==> src/rtl/stack_ctrl.sv <==
// LIFO operand stack controller driving a single-port synchronous RAM (write on rise, read data registered on fall).
// Optional high-water-mark output enabled by defining STACK_CTRL_WATERMARK_EN.
module stack_ctrl #(
  parameter int DATA_WIDTH = 32,
  parameter int ADDR_WIDTH = 8,
  parameter int DEPTH      = 1 << ADDR_WIDTH
) (
  input  logic                  clk,
  input  logic                  rst_n,
  input  logic                  cmd_valid,
  input  logic [1:0]            cmd_op,
  input  logic [DATA_WIDTH-1:0] cmd_data,
  output logic                  cmd_ready,
  output logic [DATA_WIDTH-1:0] rd_data,
  output logic                  rd_valid,
  output logic [ADDR_WIDTH:0]   count,
  output logic                  full,
  output logic                  empty,
  output logic                  err_overflow,
  output logic                  err_underflow,
  output logic [ADDR_WIDTH-1:0] mem_address,
  output logic [DATA_WIDTH-1:0] mem_data,
  output logic                  mem_we,
  output logic                  mem_re,
`ifdef STACK_CTRL_WATERMARK_EN
  output logic [ADDR_WIDTH:0]   high_water,
`endif
  input  logic [DATA_WIDTH-1:0] mem_data_out
);

  localparam logic [1:0] OP_PUSH  = 2'b00;
  localparam logic [1:0] OP_POP   = 2'b01;
  localparam logic [1:0] OP_PEEK  = 2'b10;
  localparam logic [1:0] OP_CLEAR = 2'b11;
  localparam logic [ADDR_WIDTH:0] DEPTH_C = (ADDR_WIDTH+1)'(DEPTH);

  typedef enum logic [1:0] {IDLE, WRITE, READ} state_t;

  state_t                r_state;
  logic                  r_cmd_ready;
  logic                  r_is_pop;
  logic [ADDR_WIDTH:0]   r_count;
  logic [DATA_WIDTH-1:0] r_rd_data;
  logic                  r_rd_valid;
  logic                  r_err_ovf;
  logic                  r_err_unf;
  logic [ADDR_WIDTH-1:0] r_mem_address;
  logic [DATA_WIDTH-1:0] r_mem_data;
  logic                  r_mem_we;
  logic                  r_mem_re;
  logic                  w_full;
  logic                  w_empty;
  logic                  w_accept;

  assign w_full   = (r_count == DEPTH_C);
  assign w_empty  = (r_count == '0);
  assign w_accept = cmd_valid && r_cmd_ready;

  // Single FSM: every output, including the RAM strobes, is a register.
  always_ff @(posedge clk or negedge rst_n) begin
    if (!rst_n) begin
      r_state       <= IDLE;
      r_cmd_ready   <= 1'b1;
      r_is_pop      <= 1'b0;
      r_count       <= '0;
      r_rd_data     <= '0;
      r_rd_valid    <= 1'b0;
      r_err_ovf     <= 1'b0;
      r_err_unf     <= 1'b0;
      r_mem_address <= '0;
      r_mem_data    <= '0;
      r_mem_we      <= 1'b0;
      r_mem_re      <= 1'b0;
    end else begin
      r_rd_valid <= 1'b0;
      case (r_state)
        IDLE: begin
          if (w_accept) begin
            case (cmd_op)
              OP_PUSH: begin
                if (w_full) begin
                  r_err_ovf <= 1'b1;
                end else begin
                  r_mem_address <= r_count[ADDR_WIDTH-1:0];
                  r_mem_data    <= cmd_data;
                  r_mem_we      <= 1'b1;
                  r_cmd_ready   <= 1'b0;
                  r_state       <= WRITE;
                end
              end
              OP_POP, OP_PEEK: begin
                if (w_empty) begin
                  r_err_unf <= 1'b1;
                end else begin
                  r_mem_address <= r_count[ADDR_WIDTH-1:0] - 1'b1;
                  r_mem_re      <= 1'b1;
                  r_is_pop      <= (cmd_op == OP_POP);
                  r_cmd_ready   <= 1'b0;
                  r_state       <= READ;
                end
              end
              default: begin
                r_count   <= '0;
                r_err_ovf <= 1'b0;
                r_err_unf <= 1'b0;
              end
            endcase
          end
        end
        WRITE: begin
          r_mem_we    <= 1'b0;
          r_count     <= r_count + 1'b1;
          r_cmd_ready <= 1'b1;
          r_state     <= IDLE;
        end
        READ: begin
          // RAM captured the word on the falling edge inside this cycle.
          r_rd_data   <= mem_data_out;
          r_rd_valid  <= 1'b1;
          r_mem_re    <= 1'b0;
          if (r_is_pop) r_count <= r_count - 1'b1;
          r_cmd_ready <= 1'b1;
          r_state     <= IDLE;
        end
        default: begin
          r_mem_we    <= 1'b0;
          r_mem_re    <= 1'b0;
          r_cmd_ready <= 1'b1;
          r_state     <= IDLE;
        end
      endcase
    end
  end

`ifdef STACK_CTRL_WATERMARK_EN
  logic [ADDR_WIDTH:0] r_high_water;
  logic                w_clear_acc;

  assign w_clear_acc = w_accept && (cmd_op == OP_CLEAR);

  // Tracks the count one cycle late; clear restarts the mark from zero.
  always_ff @(posedge clk or negedge rst_n) begin
    if (!rst_n) begin
      r_high_water <= '0;
    end else if (w_clear_acc) begin
      r_high_water <= '0;
    end else if (r_count > r_high_water) begin
      r_high_water <= r_count;
    end
  end

  assign high_water = r_high_water;
`endif

  assign cmd_ready     = r_cmd_ready;
  assign rd_data       = r_rd_data;
  assign rd_valid      = r_rd_valid;
  assign count         = r_count;
  assign full          = w_full;
  assign empty         = w_empty;
  assign err_overflow  = r_err_ovf;
  assign err_underflow = r_err_unf;
  assign mem_address   = r_mem_address;
  assign mem_data      = r_mem_data;
  assign mem_we        = r_mem_we;
  assign mem_re        = r_mem_re;

endmodule

==> config.mk <==
export PLATFORM = sky130hd
export DESIGN_NAME = stack_ctrl
export DESIGN_NICKNAME = d
export VERILOG_FILES = /design/src/rtl/stack_ctrl.sv
export SDC_FILE = /design/constraint.sdc
export NUM_CORES = 1
export LEC_CHECK = 0
export CAP_MARGIN = 30
export CORE_MARGIN = 2
export CORE_UTILIZATION = 30
export CTS_CLUSTER_DIAMETER = 30
export DETAILED_ROUTE_END_ITERATION = 10
export PLACE_DENSITY = 0.7
export SETUP_SLACK_MARGIN = 0.15
export SLEW_MARGIN = 20
export SYNTH_ARGS = -nofsm -noshare
export SYNTH_HDL_FRONTEND = slang
export SYNTH_SLANG_ARGS = --single-unit
==> constraint.sdc <==
create_clock -name clk -period 3.91 [get_ports clk]
set_clock_uncertainty 0.2 [all_clocks]
set_input_delay 0.9775 -clock clk [delete_from_list [all_inputs] [get_ports clk]]
set_output_delay 0.9775 -clock clk [all_outputs]
set_load 0.01 [all_outputs]
Word level (Yosys, flattened, before mapping)
Cells that the tools add are included.

Bits in writable memories: 0. Bits in latches: 0. Input bits: 69. Flip-flop bits (word level): 90. ROM bits: 0. Memories: 0.

Equal/unequal tests: 19. Mux-type cells: 30. $add $sub $neg: 3. Bitwise logic cells: 6. Reduce and logical (&&, ||, !) cells: 17. Multiply operators: 0. Divide/modulo/power cells: 0. Shifts and indexed selects: 0. $lt $le $gt $ge: 0.

Operators by type and width (number): AND reduction 4 bit (8); 2-to-1 mux 9 bit (3); case mux 9 bit (3 select lines) (1); != test 2 bit (second input constant) (9); 2-to-1 mux 8 bit (2); case mux 8 bit (2 select lines) (1); 2-to-1 mux 1 bit (13); case mux 1 bit (2 select lines) (5); adder 9 x 1 -> 9 bit (second input constant) (1); equality test 9 bit (second input constant) (1); zero test 9 bit (1); subtractor 9 x 1 -> 9 bit (second input constant) (1); 2-to-1 mux 2 bit (4); subtractor 8 x 1 -> 8 bit (second input constant) (1); != test 3 bit (second input constant) (2); NOT 1 bit (6); AND reduction 5 bit (1); equality test 2 x 1 -> 1 bit (second input constant) (2); equality test 2 bit (second input constant) (2); zero test 2 bit (2); != test 2 x 1 -> 1 bit (second input constant) (2); case mux 2 bit (2 select lines) (1); != test 3 x 1 -> 1 bit (second input constant) (1); nonzero test 3 bit (1); other kinds (4) (4).

Logic depth before layout (Yosys ltp)
Depth after elaboration: 5. Depth in mapped cells: 11. Gate-level depth less buffers: 9.

Worst setup path before layout
Ideal clock, no wire load.

Path kind: register to register. From: register r_state[0]. To: register r_count[6] (netlist: count[6]). Arrival: 2527 ps. Clock period less this slack: 2859 ps. Data required time: 3578 ps. Library setup time: 132 ps. Path buffers: 2. Slack: 1051 ps. Stages on the path, launching flop included: 12. Path through: dfrtp_1 > inv_1 > ha_1 > buf_2 > buf_2 > xor2_1 > ha_1 > a32o_1 > or3_4 > a31oi_2 > xor2_1 > o31ai_1.

Cells in the longest elaborated chain, start to end: 3. Elaborated cells on any way between the ends: 9. Classes of those cells: 5 x eq/ne; 1 x mux; 3 x reduce/logical.

Ends and longest elaborated chain: start, declared (RTL line 39) `state_t r_state;`; start signal, assigned (RTL line 62) `r_state <= IDLE;`; start signal, assigned (RTL line 88) `r_state <= WRITE;`; start signal, assigned (RTL line 99) `r_state <= READ;`; equality test 2 bit, or another cell as far along (RTL line 76) `case (r_state)`; != test 2 bit (no source line) or nonzero test 3 bit (tied branches); AND reduction 4 bit (no source line); end signal, assigned (RTL line 112) `r_count <= r_count + 1'b1;`; end signal, assigned (RTL line 121) `if (r_is_pop) r_count <= r_count - 1'b1;`; end, declared (RTL line 42) `logic [ADDR_WIDTH:0] r_count;`.

Parallel ways exist; a longest one is shown, timed or not. A chain may end at the register's enable or synchronous reset.

Worst setup path after layout
From: register r_count[0] (netlist: count[0]). To: output full.

Cells in the longest elaborated chain, start to end: 1.

Ends and longest elaborated chain: equality test 9 bit (RTL line 55) `assign w_full = (r_count == DEPTH_C);`; end, declared (RTL line 17) `output logic full,`.

Every way passes these cells.

==> flow_summary.ini <==
[sta]
fin_tns_setup_ps = 0
rsz0062_at_grt = false
post-route-period-util_pct = 91.18
whs_ps = 289.8
slew_viol_final = 0
slew_headroom_pct = 59.86
max_clock_freq_ghz = 0.2805
worst_pin_slew_ps = 602.0
endpoints_failing_hold = 0
finalSetupViolCount = 0
period_needed_ps = 3565

[drt]
via_per_inst = 4.741
routed_wl_um = 10620
num_vias = 3276
detailedRoute.firstPassIterationCount = 4
routedWlPerCell_um = 15.37
drt_first_iter_violations = 111
drcViolationCount = 0
postRouteAntennaNets = 0

[logic_synthesis]
register_area_share_after_synthesis_pct = 53.44
synth-edff-count = 0
syn_inst = 349
multiplexer_area_fraction_after_synthesis_pct = 18.58
most_used_flip_flop_cell_after_synthesis = dfrtp_1
synth_async_sr_flop_share_pct = 100.0
synth_nets = 430
ys_ff_latch = 90
ys_warn_count = 0
synth_simple_gate_area_share_pct = 10.12
yosysUniqueCellTypes = 59
postSynthAreaPerCell_um2 = 12.08
synth_xor_xnor_area_share_pct = 2.285
adder_cell_fraction_of_synth_area_pct = 3.561
largest_family_of_logic_cells_by_synthesized_area = multiplexers
synth-compound-area-share_pct = 8.783
synthesis.area_um2 = 4217

[setup_path]
crit_chain = inv_1 > ha_1 > nor3b_1 > nand3_1 > nor2_2 > clkdlybuf4s50_1
crit_path_top_delay_cell = clkdlybuf4s50_1
crit_arrival_ps = 2390
worstSetupPathType = reg -> out
start_kind = register
worstSetupEndpointType = output pin
cpPeakStageDelay_ps = 620
timing.critical_path.required_ps = 2730
timing.critical_path.fanout_max = 9

[floorplan]
die_h_um = 122.6
initial_utilization_pct = 30.49
floorplan.die_area_um2 = 15020
design.portCount = 158
design.core.area_um2 = 13830
fp.dieW_um = 122.6
rows = 43

[min_path]
min-delay-path-class = reg -> reg

[global_routing]
first_global_vias = 3342
global_route.overflow_total = 0
grt_first_pass_wirelength_um = 16980
globalRouteTotalUtil_pct = 14.62
grt_antenna_before_repair = 0
largest_net_degree_at_the_start_of_global_routing = 91

[clock_tree]
clock_path_buffers = 2
cts_made_buffers = 9
clock_tree_from_tritoncts = done
ctsHoldBuffers = 0
cts_root_buf = clkbuf_16
clk-insertion-delay-late_ps = 340
postCtsSetupRepairBufs = 0
cts.reportedPaths.clkPinSlew_ps = 60
clock-sinks = 90
post_cts_resized = 0
cts_max_level = 3

[placed_design]
dp_hpwl_um = 7776
dp.cells = 675
place_congestion = 0.8979
io_buffers = 157

[final_layout]
post_route_cells_drive_above_1_share_pct = 18.20
layout.nets = 587
diodes = 0
finish.cell_count_without_fillers = 691
final_util_pct = 45.72
syn_to_final_growth_pct = 49.94

[power]
seqPwrFrac_pct = 33.0
power.density_cell_area_nw_per_um2 = 819.9
power.ir.vdd_worst_mv = 0.3469
sw_frac_of_total_pct = 35.01
clockPowerShare_pct = 17.1
p_int_w = 0.003369
power.switching_w = 0.001815
share_comb_of_total_power_pct = 49.9
total_leakage_power_nw = 2.631

[run_status]
status = finished, final reports clean

[job]
maxCapViolations = 0
[cells in the mapped netlist (3+ instances only)]
library cell	n	area, um2
clkbuf_1	6	22.52
mux2i_1	4	40.04
mux2_1	7	78.83
mux2_2	59	664.4
xor2_1	7	61.31
inv_1	12	45.04
nand2_1	20	75.07
and2_1	4	25.02
buf_2	9	45.04
ha_1	12	150.1
nor2b_1	3	18.77
o21ai_0	10	50.05
dfrtp_1	89	2227
or3_1	3	18.77
nor2_1	20	75.07
nand2b_1	3	18.77
nor3_1	4	20.02
xnor2_1	4	35.03
a21oi_1	17	85.08
nand3_1	6	30.03
[kinds of logic after synthesis]
family | after synthesis
flip-flops | 90
buffers and inverters | 31
AND/OR/NAND/NOR | 81
multiplexers | 70
adder cells (fa/ha/maj) | 12
AO/OA/AOI/OAI | 54
XOR/XNOR | 11
[worst max-delay path: cells and delay by family (launching register included)]
family	cells	cell delay, ps
buffers and inverters	2	780
AND/OR/NAND/NOR	3	610
flip-flops	1	480
adder cells (fa/ha/maj)	1	170
[routing by layer]
layer / GRT usage [%] / share of wire [%]
met1: 18.08 / 42
met2: 23.75 / 49
met3: 4.414 / 6.9
met4: 6.106 / 1.9
met5: 0 / 0
[path summary, 6_finish.rpt]
path | slack (ps) | to | cells after the start | from
min reg2reg | 290 | mem_data[19] | 1 | mem_data[19]
max | 340 | full | 6 | count[0]
max in group asynchronous | 2650 | cmd_ready | 2 | rst_n
min in group asynchronous | 450 | count[6] | 2 | rst_n
max reg2reg | 1100 | count[7] | 10 | r_state[0]
min | 290 | mem_data[19] | 1 | mem_data[19]
[sequential cells by signal, indices dropped and copies added (netlist names)]
register       cells
err_overflow       1
err_underflow      1
r_state            2
rd_data           32
mem_data          32
r_is_pop           1
cmd_ready          1
count              9
mem_we             1
rd_valid           1
mem_address        8
mem_re             1
[cell type report]
class	count	area [um2]
fillers	1222	7505
flip-flops and latches	90	2253
multi-input cells	228	1836
repair buffers	165	1662
clock buffers	9	225.2
well taps	180	225.2
clock inverters	7	76.32
inverters	12	45.04
[power by group through the flow]
stage          sequential [W]  clock [W]  combinational [W]
3_3_place_gp          0.00170          0            0.00256
6_report              0.00171   0.000889            0.00259
3_5_place_dp          0.00173          0            0.00261
5_1_grt               0.00178   0.000969            0.00281
2_1_floorplan         0.00187          0            0.00111
4_1_cts               0.00172   0.000927            0.00263
[through the flow]
| step | total power [W] | worst slack, ps | cell area (um2) |
|---|---|---|---|
| global placement | 0.004254 | 743.0 | 5993 |
| CTS | 0.005271 | 320.4 | 6322 |
| finish | 0.005184 | 345.0 | 6322 |
| floorplan | 0.002974 | 1051 | 4217 |
| detailed placement | 0.004341 | 714.4 | 6021 |
| global route | 0.005564 | 177.2 | 6322 |
[cells in the final DEF (no fill, tap or decap), types with 2 or more instances in the layout]
cell / instances
a21o_1: 2
a21oi_1: 17
and2_1: 4
buf_4: 7
clkbuf_16: 9
clkdlybuf4s50_1: 156
clkinv_2: 2
dfrtp_1: 89
ha_1: 11
inv_1: 12
inv_6: 2
mux2_1: 7
mux2_2: 59
mux2i_1: 4
nand2_1: 20
nand2b_1: 3
nand3_1: 6
nand4_1: 2
nor2_1: 20
nor2_2: 2
nor2b_1: 3
nor3_1: 4
nor3b_1: 2
nor4b_1: 2
o211ai_1: 2
o21ai_0: 10
o221ai_1: 2
o22a_1: 2
o311a_1: 2
or2_1: 2
or3_1: 3
xnor2_1: 4
xor2_1: 7
Note: power is estimated with default switching activity, not from simulation.
